## src/rtl/mmio_result_printer.sv

```systemverilog
// Result printer on the CPU data bus: turns integer writes into four hex digits and
// string-pointer writes into a memory walk, emitting each result as ASCII plus EOL.
`timescale 1ns/1ps
module mmio_result_printer #(
  parameter logic [15:0] INT_ADDR  = 16'h1000,
  parameter logic [15:0] STR_ADDR  = 16'h1002,
  parameter logic [15:0] STAT_ADDR = 16'h1004,
  parameter int          MAX_LEN   = 512,
  parameter logic [7:0]  EOL       = 8'h0A
) (
  input  logic        clk,
  input  logic        reset_n,
  input  logic [15:0] s_addr,
  input  logic        s_wr,
  input  logic [15:0] s_wrdata,
  input  logic        s_rd,
  output logic [15:0] s_rddata,
  output logic        s_rddatavalid,
  output logic        s_wait,
  output logic [15:0] m_addr,
  output logic        m_rd,
  input  logic [15:0] m_rddata,
  input  logic        m_rddatavalid,
  input  logic        m_wait,
  output logic [7:0]  o_char,
  output logic        o_char_valid,
  input  logic        i_char_ready,
  output logic        o_done
);

  typedef enum logic [2:0] {IDLE, HEX, FETCH, WAITD, EMIT, EOLS} state_t;

  localparam logic [9:0] MAX_LEN_C = MAX_LEN[9:0];

  state_t      state_q, state_d;
  logic [15:0] val_q, val_d;
  logic [1:0]  dig_q, dig_d;
  logic [15:0] ptr_q, ptr_d;
  logic [9:0]  len_q, len_d;
  logic [9:0]  last_len_q, last_len_d;
  logic        ovf_q, ovf_d;
  logic [7:0]  char_q, char_d;
  logic        cvld_q, cvld_d;
  logic [15:0] rddata_q, rddata_d;
  logic        rdvld_q, rdvld_d;

  logic        wr_int, wr_str, accept;
  logic [1:0]  dig_nxt;
  logic [9:0]  len_inc;

  function automatic logic [7:0] hex_char(input logic [3:0] n);
    return (n < 4'd10) ? (8'h30 + {4'h0, n}) : (8'h57 + {4'h0, n});
  endfunction

  // Digit 0 is the most significant nibble.
  function automatic logic [3:0] nibble(input logic [15:0] v, input logic [1:0] k);
    case (k)
      2'd0:    return v[15:12];
      2'd1:    return v[11:8];
      2'd2:    return v[7:4];
      default: return v[3:0];
    endcase
  endfunction

  assign wr_int  = s_wr && (s_addr == INT_ADDR);
  assign wr_str  = s_wr && (s_addr == STR_ADDR);
  assign accept  = cvld_q && i_char_ready;
  assign dig_nxt = dig_q + 2'd1;
  assign len_inc = len_q + 10'd1;

  always_comb begin
    state_d    = state_q;
    val_d      = val_q;
    dig_d      = dig_q;
    ptr_d      = ptr_q;
    len_d      = len_q;
    last_len_d = last_len_q;
    ovf_d      = ovf_q;
    char_d     = char_q;
    cvld_d     = cvld_q;
    case (state_q)
      IDLE: begin
        if (wr_int) begin
          val_d   = s_wrdata;
          dig_d   = 2'd0;
          char_d  = hex_char(s_wrdata[15:12]);
          cvld_d  = 1'b1;
          state_d = HEX;
        end else if (wr_str) begin
          ptr_d   = {s_wrdata[15:1], 1'b0};
          len_d   = 10'd0;
          ovf_d   = 1'b0;
          state_d = FETCH;
        end
      end
      HEX: begin
        if (accept) begin
          if (dig_q == 2'd3) begin
            char_d  = EOL;
            state_d = EOLS;
          end else begin
            dig_d  = dig_nxt;
            char_d = hex_char(nibble(val_q, dig_nxt));
          end
        end
      end
      FETCH: begin
        if (!m_wait) state_d = WAITD;
      end
      WAITD: begin
        if (m_rddatavalid) begin
          cvld_d = 1'b1;
          if (m_rddata == 16'h0000) begin
            char_d  = EOL;
            state_d = EOLS;
          end else begin
            char_d  = m_rddata[7:0];
            state_d = EMIT;
          end
        end
      end
      EMIT: begin
        if (accept) begin
          ptr_d = ptr_q + 16'd2;
          len_d = len_inc;
          if (len_inc == MAX_LEN_C) begin
            ovf_d   = 1'b1;
            char_d  = EOL;
            state_d = EOLS;
          end else begin
            cvld_d  = 1'b0;
            state_d = FETCH;
          end
        end
      end
      EOLS: begin
        if (accept) begin
          cvld_d     = 1'b0;
          last_len_d = len_q;
          state_d    = IDLE;
        end
      end
      default: state_d = IDLE;
    endcase
  end

  always_comb begin
    rdvld_d  = s_rd && (s_addr == STAT_ADDR);
    rddata_d = 16'h0000;
    if (rdvld_d) rddata_d = {4'h0, last_len_q, ovf_q, state_q != IDLE};
  end

  always_ff @(posedge clk or negedge reset_n) begin
    if (!reset_n) begin
      state_q    <= IDLE;
      val_q      <= '0;
      dig_q      <= '0;
      ptr_q      <= '0;
      len_q      <= '0;
      last_len_q <= '0;
      ovf_q      <= 1'b0;
      char_q     <= '0;
      cvld_q     <= 1'b0;
      rddata_q   <= '0;
      rdvld_q    <= 1'b0;
    end else begin
      state_q    <= state_d;
      val_q      <= val_d;
      dig_q      <= dig_d;
      ptr_q      <= ptr_d;
      len_q      <= len_d;
      last_len_q <= last_len_d;
      ovf_q      <= ovf_d;
      char_q     <= char_d;
      cvld_q     <= cvld_d;
      rddata_q   <= rddata_d;
      rdvld_q    <= rdvld_d;
    end
  end

  // The state is registered, so a write in the cycle the FSM leaves EOLS still stalls.
  assign s_wait        = (wr_int || wr_str) && (state_q != IDLE);
  assign s_rddata      = rddata_q;
  assign s_rddatavalid = rdvld_q;
  assign m_addr        = ptr_q;
  assign m_rd          = (state_q == FETCH);
  assign o_char        = char_q;
  assign o_char_valid  = cvld_q;
  assign o_done        = accept && (state_q == EOLS);

endmodule

```

## config.mk

```make
export PLATFORM = sky130hd
export DESIGN_NAME = mmio_result_printer
export DESIGN_NICKNAME = d
export VERILOG_FILES = /design/src/rtl/mmio_result_printer.sv
export SDC_FILE = /design/constraint.sdc
export NUM_CORES = 1
export LEC_CHECK = 0
export ABC_AREA = 1
export CAP_MARGIN = 20
export CORE_MARGIN = 8
export CORE_UTILIZATION = 35
export CTS_BUF_LIST = sky130_fd_sc_hd__clkbuf_8
export CTS_CLUSTER_SIZE = 14
export DETAILED_ROUTE_END_ITERATION = 10
export PLACE_DENSITY = 0.63
export SLEW_MARGIN = 0
export SYNTH_ARGS = -nofsm -noshare
export SYNTH_HDL_FRONTEND = slang
export SYNTH_SLANG_ARGS = --single-unit
```

## constraint.sdc

```tcl
create_clock -name clk -period 1.7 [get_ports clk]
set_clock_uncertainty 0.05 [all_clocks]
set_input_delay 0.425 -clock clk [delete_from_list [all_inputs] [get_ports clk]]
set_output_delay 0.425 -clock clk [all_outputs]
set_load 0.01 [all_outputs]
```

==> results of run 1 <==
cell families (layout without fill, tap and decap cells):
logic type,count (synthesis),in the layout,synth area share [%]
simple gates,371,371,34.05
buf+inv,94,307,8.755
compound gates,85,85,10.22
flops,79,79,43.63
fa+ha+maj,9,9,2.486
xor+xnor,4,4,0.7734
other cells,1,5,0.08277
final timing paths:
path                            endpoint  slack (ns)  cells after the start
min in group asynchronous       dig_q[0]        0.44                      2
setup / recovery               o_char[0]       -0.17                     12
hold / removal             s_rddatavalid        0.39                      2
hold reg to reg                o_char[1]        0.42                      2
setup reg to reg               o_char[0]       -0.17                     12
max in group asynchronous  last_len_q[9]        0.64                      3
cell usage after synthesis, drive strengths merged:
| master | count | share of area, % |
|---|---|---|
| o211ai | 1 | 0.17 |
| nor3 | 6 | 0.66 |
| conb | 1 | 0.083 |
| or2 | 5 | 0.69 |
| inv | 77 | 6.4 |
| nor2 | 70 | 6.2 |
| xnor2 | 2 | 0.39 |
| nand2 | 236 | 20 |
| nor4 | 2 | 0.28 |
| ha | 9 | 2.5 |
| o31ai | 1 | 0.17 |
| dfrtp | 79 | 44 |
| nor3b | 2 | 0.33 |
| clkbuf | 7 | 0.58 |
| buf | 10 | 1.8 |
| o21ai | 61 | 7.1 |
| a31oi | 2 | 0.28 |
| xor2 | 2 | 0.39 |
| o21bai | 3 | 0.50 |
| nand3 | 40 | 4.5 |
| nand3b | 3 | 0.50 |
| o22ai | 1 | 0.14 |
| a21oi | 15 | 1.7 |
| a21boi | 1 | 0.17 |
| nand4 | 7 | 1.1 |
power groups by stage:
stage	Combinational (uW)	Clock [uW]	Sequential (uW)
finish	276	1400	1880
global route	305	1500	1890
CTS	278	1430	1890
detailed placement	283	0	1920
global placement	279	0	1920
floorplan	56.7	0	1920
critical path: stages, from the launching register on:
cell,delay (ns)
dfrtp_2,0.49
inv_4,0.11
ha_4,0.17
inv_8,0.05
or2_2,0.28
nand2_2,0.08
inv_2,0.07
buf_4,0.14
nand3_1,0.07
nand3_1,0.09
nand3_1,0.09
nand2_1,0.06
nand2_1,0.06
state kept, by name, summed over array words and instances, names as in the netlist:
| signal | count |
|---|---|
| dig_q | 2 |
| last_len_q | 10 |
| len_q | 10 |
| m_addr | 15 |
| o_char | 8 |
| o_char_valid | 1 |
| ovf_q | 1 |
| s_rddata | 12 |
| s_rddatavalid | 1 |
| state_q | 3 |
| val_q | 16 |
area by class of cell:
cell class	count	share of cell area, %
clock buffers	9	1.707
clock inverters	7	0.9312
inverters	77	4.190
multi-input cells	474	37.02
flip-flops and latches	79	27.38
well taps	172	2.966
repair buffers	214	25.80
what timing repair did:
item / 4_1_cts / 5_1_grt
hold buffers: 1 / 0
gates resized for setup: 185 / 68
setup endpoints to repair: 104 / 71
pin swaps: 62 / 28
endpoints found under the hold margin: 17 / 0
setup buffers: 32 / 7
cloned: 1 / 0
per-stage QoR:
stage | setup WS, ns | power [uW]
floorplan | -0.02831 | 1982
global placement | -0.8418 | 2201
detailed placement | -0.9037 | 2205
CTS | -0.1654 | 3588
global route | -0.2800 | 3696
finish | -0.1683 | 3561
layer usage:
layer	up-vias	share of wire, %	track usage [%]
met3	18	6.1	4.121
met4	0	1.3	5.601
li1	2435	-	-
met1	2291	44	20.93
met2	146	49	29.25
met5	-	0	0
==> impl_results.md, run 1 <==
* Max FO, Critical Path at 7
* Design Area, Final at slightly above 7000 um^2
* Clock power frac at between 30% and 40%
* Vias/cell at around 4.7
* First-pass GRT wire length at about 24 mm
* Post-layout util at 57.50%
* DRC at 0
* Max Fclk at about 540 MHz
* Status: finished, violations left
* Sw Ratio at 26.67%
* Fin crit period at 1.868 ns
* Vias at 4890
* Site row count at between 40 and 50
* RSZ-0062 raised after global routing: true
* Vias in the first global route at about 5000
* Ports at 100
* Setup TNS at -4.104 ns
* Post-Syn Instances at about 640
* # placed instances at between 900 and 1000
* Clock sinks at between 70 and 80
* Gr usage total at approximately 17%
* Fillers at between 1000 and 1500
* Power Density at 490.7 nW/um^2
* Iter 0 DRT Violations at roughly 250
* Final setup viols at 41
* Final Non-Filler Cells at 1032
* DR WL/cell at about 14 um
* Leakage power total at between 0.003 and 0.004 uW
* Worst reg2reg path startpoint: dig_q[0]
* Switching power at 949.7 uW
* Worst Setup End Kind: flop
* Routed wire length at approximately 14 mm
* Worst hold start: s_addr[3]
* Fin crit share at 109.9%
* Most common cell after layout, fill and taps aside: nand2_1
* Worst Slack Setup Final at -0.1683 ns
* TritonCTS buffer count at 9
* Slew Limit Fails at 0
* Root Buffer: clkbuf_8
* HP Class: input port to flop
* Clk pin slew, worst setup/hold paths at ~0.10 ns
* Startpoint Class: flop
* Distinct cells, synth at 38
* Final Hold Fails at 0
* Initial Utilization at between 30% and 40%
* Comb pwr share at 7.7%
* Worst Setup Path Type: flop to flop
* Port buffer count at 94
* Largest net degree at the start of global routing at 48
* Area of the multi-input gates at 2686 um^2
* Gp weighted congestion at around 0.89
* Share of cells above drive strength 1 at 32.09%
* Overflow after GRT at 0
* Synthesized area at approximately 4500 um^2
* Number of antenna violations at the first check in global routing at 0
* Fin Hold WS at just under 0.4 ns
* P&R area growth vs syn at 60.15%
* Total internal power at 2611 uW
* Max cap viols at 0
* Core area at approximately 13000 um^2
* Ys Warns at 0
* CP Launch Point: dig_q[0]
* WP data arrival at 2.12 ns
* Seq. cell area at between 1500 and 2000 um^2
* CTS tree: built
* Clk Latency, worst-skew pair at 0.37 ns
* Sequential fraction of the synthesis area at a little over two fifths
* Failing checks: setup timing
* Die H at between 100 and 150 um
* Antenna diodes at 0
* Htree depth at 3
* Most frequent cells in the layout: nand2_1, buf_4, dfrtp_1
* Die span in x at ~130 um
* Final net count at 919
* Die area at ~17000 um^2
* Max clock buf depth at 2
* Placed cell areas at 6276 um^2
* Crit path required time at ~2.0 ns
* Reg power frac at between 50% and 60%
* Detailed placement HPWL at roughly 10 mm
* Post-route ant nets at 0
* Mean Syn Cell Area at 7.046 um^2
* TritonRoute pass-1 iters at 5
* Maximum vdd drop at ~0.35 mV
* Seq cells post-synth at roughly 80
No activity file was read; power rests on OpenSTA's default activity.
==> run 2: changes to the inputs <==
CAP_MARGIN = not set   (was 20)
SKIP_CTS_REPAIR_TIMING = 1   (was not set)
==> run 2 against run 1 <==
Compared with the run above: the flow still finishes with violations (setup timing); register-to-register slack got worse by 0.04 ns; global-route usage down 1.2 points; combinational power grew 5%; fmax down 2.0%; critical path type unchanged; critical endpoint is now o_char[3]; largest power group unchanged; highest routed layer unchanged.
==> impl_results.md, run 2 (synthesis results as in run 1) <==
* Clock sinks at between 70 and 80
* Vias at between 4000 and 5000
* Vias in the first global route at roughly 4800
* CTS tree: built
* DR WL/cell at ~14 um
* TritonRoute pass-1 iters at 6
* Reg with most FFs: val_q
* P&R area growth vs syn at 61.56%
* Die area at between 15000 and 20000 um^2
* Gp weighted congestion at approximately 0.89
* Initial Utilization at between 30% and 40%
* Ports at 100
* Slowest CP cell: dfrtp_2
* Port buffer count at 94
* Max Fclk at 524.8 MHz
* Final Non-Filler Cells at ~1000
* Power, Total at around 3600 uW
* Power Density at approximately 490 nW/um^2
* Final net count at slightly below 900
* Most common cell after layout, fill and taps aside: nand2_1
* Most frequent cells in the layout: nand2_1, buf_4, dfrtp_1
* Die H at roughly 130 um
* Gr usage total at between 10% and 20%
* Max clock buf depth at 2
* Final setup viols at 54
* Critical Path Max Stage Delay at around 0.49 ns
* Crit path required time at roughly 2 ns
* Iter 0 DRT Violations at 265
* Crit-path cells: inv_4 -> ha_4 -> inv_6 -> or2_2 -> o21ai_4 -> nand2_4 -> nand2_4 -> nand2_1 -> a21oi_1 -> nand3_1 -> nand2_1
* Max FO, Critical Path at 7
* Status: finished, violations left
* Root Buffer: clkbuf_8
* WP data arrival at ~2.2 ns
* Overflow after GRT at 0
* Routed wire length at 13.84 mm
* Fin crit period at roughly 1.9 ns
* Max cap viols at 0
* Share of cells above drive strength 1 at a little under a third
* RSZ-0062 raised after global routing: true
* # placed instances at a little under 1000
* Post-route ant nets at 0
* Failing checks: setup timing
* DRC at 0
* Fin Hold WS at between 0.3 and 0.4 ns
* Final Hold Fails at 0
* Worst Setup End Kind: flop
* Worst Slack Setup Final at -0.2055 ns
* Largest net degree at the start of global routing at 48
* Worst Setup Path Type: flop to flop
* Clk pin slew, worst setup/hold paths at around 0.1 ns
* Fin crit share at 112.1%
* Startpoint Class: flop
* Max reg flops at 16
* Number of antenna violations at the first check in global routing at 0
* HP Class: input port to flop
* Design Area, Final at ~7300 um^2
* Htree depth at 3
* Detailed placement HPWL at ~10 mm
* Die span in x at 129.8 um
* Slew Limit Fails at 0
* Maximum vdd drop at ~0.35 mV
* TritonCTS buffer count at 9
* Site row count at 41
* Core area at 12620 um^2
* Clk Latency, worst-skew pair at approximately 0.37 ns
* Leakage power total at slightly above 0.004 uW
* Vias/cell at 4.733
* Placed cell areas at around 6300 um^2
* Antenna diodes at 0
* First-pass GRT wire length at 21.96 mm
==> run 2: cell count changes in the layout (fill, tap and decap cells not counted), moves of 5 or more <==
cell,delta
buf_4,-20
buf_6,-13
buf_8,+6
clkdlybuf4s15_1,-12
dlygate4sd2_1,-35
dlymetal6s2s_1,+54
nand2_1,-9
nand2_4,+7
o21ai_0,-5
o21ai_2,+7
==> run 2: worst paths after layout <==
| kind | startpoint | to | slack, ns | cells after the start |
|---|---|---|---|---|
| setup / recovery | dig_q[0] | o_char[3] | -0.21 | 11 |
| hold / removal | s_addr[3] | s_rddatavalid | 0.30 | 2 |
| setup reg to reg | dig_q[0] | o_char[3] | -0.21 | 11 |
| hold reg to reg | o_char[1] | o_char[1] | 0.42 | 2 |
| max in group asynchronous | reset_n | state_q[1] | 0.63 | 3 |
| min in group asynchronous | reset_n | dig_q[0] | 0.43 | 2 |
==> run 2: report_power, final <==
group          switching (uW)  total [uW]  internal [uW]  leakage, uW
Sequential               2.84        1880           1880     0.000996
Clock                     825        1400            577    0.0000966
Combinational             128         290            162      0.00295
Total                     956        3580           2620      0.00404
==> run 2: through the flow <==
| step | setup WS, ns | setup TNS [ns] | utilization (%) |
|---|---|---|---|
| floorplan | -0.02831 | -0.04278 | - |
| global placement | -0.8418 | -36.36 | 49.73 |
| detailed placement | -0.9037 | -39.66 | 49.73 |
| CTS | -0.9239 | -18.41 | 51.25 |
| global route | -0.2940 | -10.45 | 58.00 |
| finish | -0.2055 | -5.783 | 58.00 |
==> run 2: layout make-up <==
| cell class | count | area, um^2 |
|---|---|---|
| clock inverters | 7 | 67.56 |
| clock buffers | 9 | 123.9 |
| multi-input cells | 474 | 2690 |
| flip-flops and latches | 79 | 1992 |
| repair buffers | 189 | 1924 |
| well taps | 172 | 215.2 |
| fillers | 1133 | 5300 |
| inverters | 77 | 306.5 |
==> run 2: per-layer routing <==
metal  vias up  wire length (um)  track usage, %
li1       2385                 -               -
met3        13               742           4.121
met4         0               153           4.850
met2       134              6610           26.31
met5         -                 0               0
met1      2234              6329           20.29
==> run 2: critical path: cells and delay by family, from the launching register on <==
kind / cells / cell delay, ns
adders and majority gates: 1 / 0.16
buffers and inverters: 2 / 0.16
and+or+nand+nor: 6 / 0.71
DFF: 1 / 0.49
AOI/OAI and AO/OA: 2 / 0.28
==> run 3: changes to the inputs <==
CAP_MARGIN = 20   (was not set)
CORE_MARGIN = 1.5   (was 8)
CTS_CLUSTER_SIZE = not set   (was 14)
==> run 3 against run 2 <==
Compared with the run above: the flow still finishes with violations (setup timing); sequential share of layout area is 0.22 points higher; core utilization is 0.46 points lower; power is 1.6% higher; critical path depth is 1 higher; die area is 19% lower; sequential cell count stayed put; hold slack worse by 0.29 ns; largest cell class unchanged.
==> impl_results.md, run 3 (synthesis results as in run 1) <==
* Share of cells above drive strength 1 at a little under 30%
* Overflow after GRT at 0
* Die H at roughly 120 um
* TritonCTS buffer count at 9
* Detailed placement HPWL at between 9 and 10 mm
* Root Buffer: clkbuf_8
* Max clock buf depth at 2
* CP Buf/Inv Count at 2
* Port buffer count at 94
* Final Hold Fails at 0
* Vias in the first global route at ~4500
* Worst reg2reg path startpoint: dig_q[0]
* Crit path required time at between 1.5 and 2 ns
* Antenna diodes at 0
* Total internal power at between 2000 and 3000 uW
* Most common cell after layout, fill and taps aside: nand2_1
* Top delay family on crit path: simple AND/OR/NAND/NOR gates
* Comb pwr share at ~8%
* Final net count at approximately 900
* Setup TNS at -1.502 ns
* Slowest CP cell: dfrtp_2
* TritonRoute pass-1 iters at 4
* Reg power frac at approximately 52%
* Fin crit period at ~1.9 ns
* Worst Setup Path Type: flop to flop
* Sw Ratio at between 20% and 30%
* Clock power frac at around two fifths
* Iter 0 DRT Violations at ~230
* Failing checks: setup timing
* Most used cell, CP: nand2_1
* Site row count at 41
* Clock sinks at 79
* CTS tree: built
* Status: finished, violations left
* Number of antenna violations at the first check in global routing at 0
* First-pass GRT wire length at ~20 mm
* Crit-path cells: inv_4 -> ha_4 -> inv_8 -> nor2_4 -> o21bai_4 -> ha_4 -> nand3b_1 -> nand2_1 -> nand2_1 -> nand3_1 -> nand2_1 -> nand2_1
* Die area at 13640 um^2
* Critical Path Max Stage Delay at 0.45 ns
* Maximum vdd drop at 0.2979 mV
* Largest net degree at the start of global routing at 80
* R2R Path End: o_char[1]
* RSZ-0062 raised after global routing: true
* HP Class: input port to asynchronous set/reset pin
* Htree depth at 3
* Fillers at about 1200
* Leakage power total at 0.004013 uW
* Startpoint Class: flop
* Max Fclk at around 530 MHz
* Reg with most FFs: val_q
* Worst Slack Setup Final at -0.1841 ns
* Slew Limit Fails at 0
* DR WL/cell at about 13 um
* Vias at 4811
* P&R area growth vs syn at 60.29%
* Ports at 100
* Max FO, Critical Path at 7
* Power Density at 500.3 nW/um^2
* Post-route ant nets at 0
* Reg2reg setup slack at -0.18 ns
* Fin Hold WS at between 0.015 and 0.02 ns
* Vias/cell at roughly 4.7
* Die span in x at between 100 and 150 um
* Reg2reg path depth at 12
* Routed wire length at about 13 mm
* Area of the multi-input gates at 2674 um^2
* Initial Utilization at a little over a third
* Post-layout util at a little under three fifths
* Final setup viols at 35
* Switching power at between 800 and 900 uW
* Worst Setup End Kind: flop
* DRC at 0
* Clk Latency, worst-skew pair at approximately 0.37 ns
* Max reg flops at 16
* Seq. cell area at 1992 um^2
* Gr usage total at a little under a fifth
* Clk pin slew, worst setup/hold paths at 0.09 ns
* WP data arrival at around 2.1 ns
* Most frequent cells in the layout: nand2_1, buf_4, dfrtp_1
* Core area at about 13000 um^2
* Gp weighted congestion at between 0.8 and 0.9
* Max cap viols at 0
* Fin crit share at 110.8%
==> run 3: changes by cell type in the layout (fill, tap and decap cells not counted), sizes merged <==
cell	before	now
buf	97	105
dlymetal6s2s	54	51
clkbuf	10	13
inv	83	79
clkinv	0	3
bufinv	0	1
o21ai	61	62
dlygate4sd3	1	0
==> run 3: cell type report <==
class	instances	share of cell area, %
multi-input combinational	475	36.82
clock buffer	9	1.706
inverter	77	4.221
timing repair buffer	196	25.76
clock inverter	7	1.103
tap	172	2.963
sequential	79	27.43
==> run 3: power groups by stage <==
stage / registers [uW] / clock network [uW] / logic (uW)
after floorplan: 1920 / 0 / 56.7
after global placement: 1920 / 0 / 277
after detailed placement: 1920 / 0 / 282
after CTS: 1890 / 1500 / 282
after global routing: 1890 / 1580 / 310
final: 1880 / 1470 / 283
==> run 3: metrics by stage <==
stage / total power, uW / setup slack, ns / cells / area (um^2)
finish: 3633 / -0.1841 / 1015 / 7262
global route: 3777 / -0.2741 / 1015 / 7262
CTS: 3671 / -0.9034 / 994 / 6480
detailed placement: 2204 / -0.8898 / 978 / 6276
floorplan: 1982 / -0.02831 / 647 / 4602
global placement: 2200 / -0.7992 / 978 / 6276
==> run 3: per-layer routing <==
| metal | part of all wire (%) | vias up | global-route usage (%) |
|---|---|---|---|
| met2 | 48 | 125 | 31.23 |
| met3 | 5.2 | 21 | 4.892 |
| met1 | 45 | 2250 | 24.46 |
| li1 | - | 2415 | - |
| met5 | 0 | - | 0 |
| met4 | 1.9 | 0 | 7.149 |
==> run 3: worst max path at each step <==
stage,end,slack (ns),cells after the start,from
6_report,o_char[1],-0.18,12,dig_q[0]
5_1_grt,o_char[2],-0.27,13,dig_q[1]
2_1_floorplan,o_char[1],-0.03,12,dig_q[0]
3_3_place_gp,s_wait,-0.80,5,s_wr
4_1_cts,s_wait,-0.90,5,s_wr
3_5_place_dp,s_wait,-0.89,5,s_addr[2]
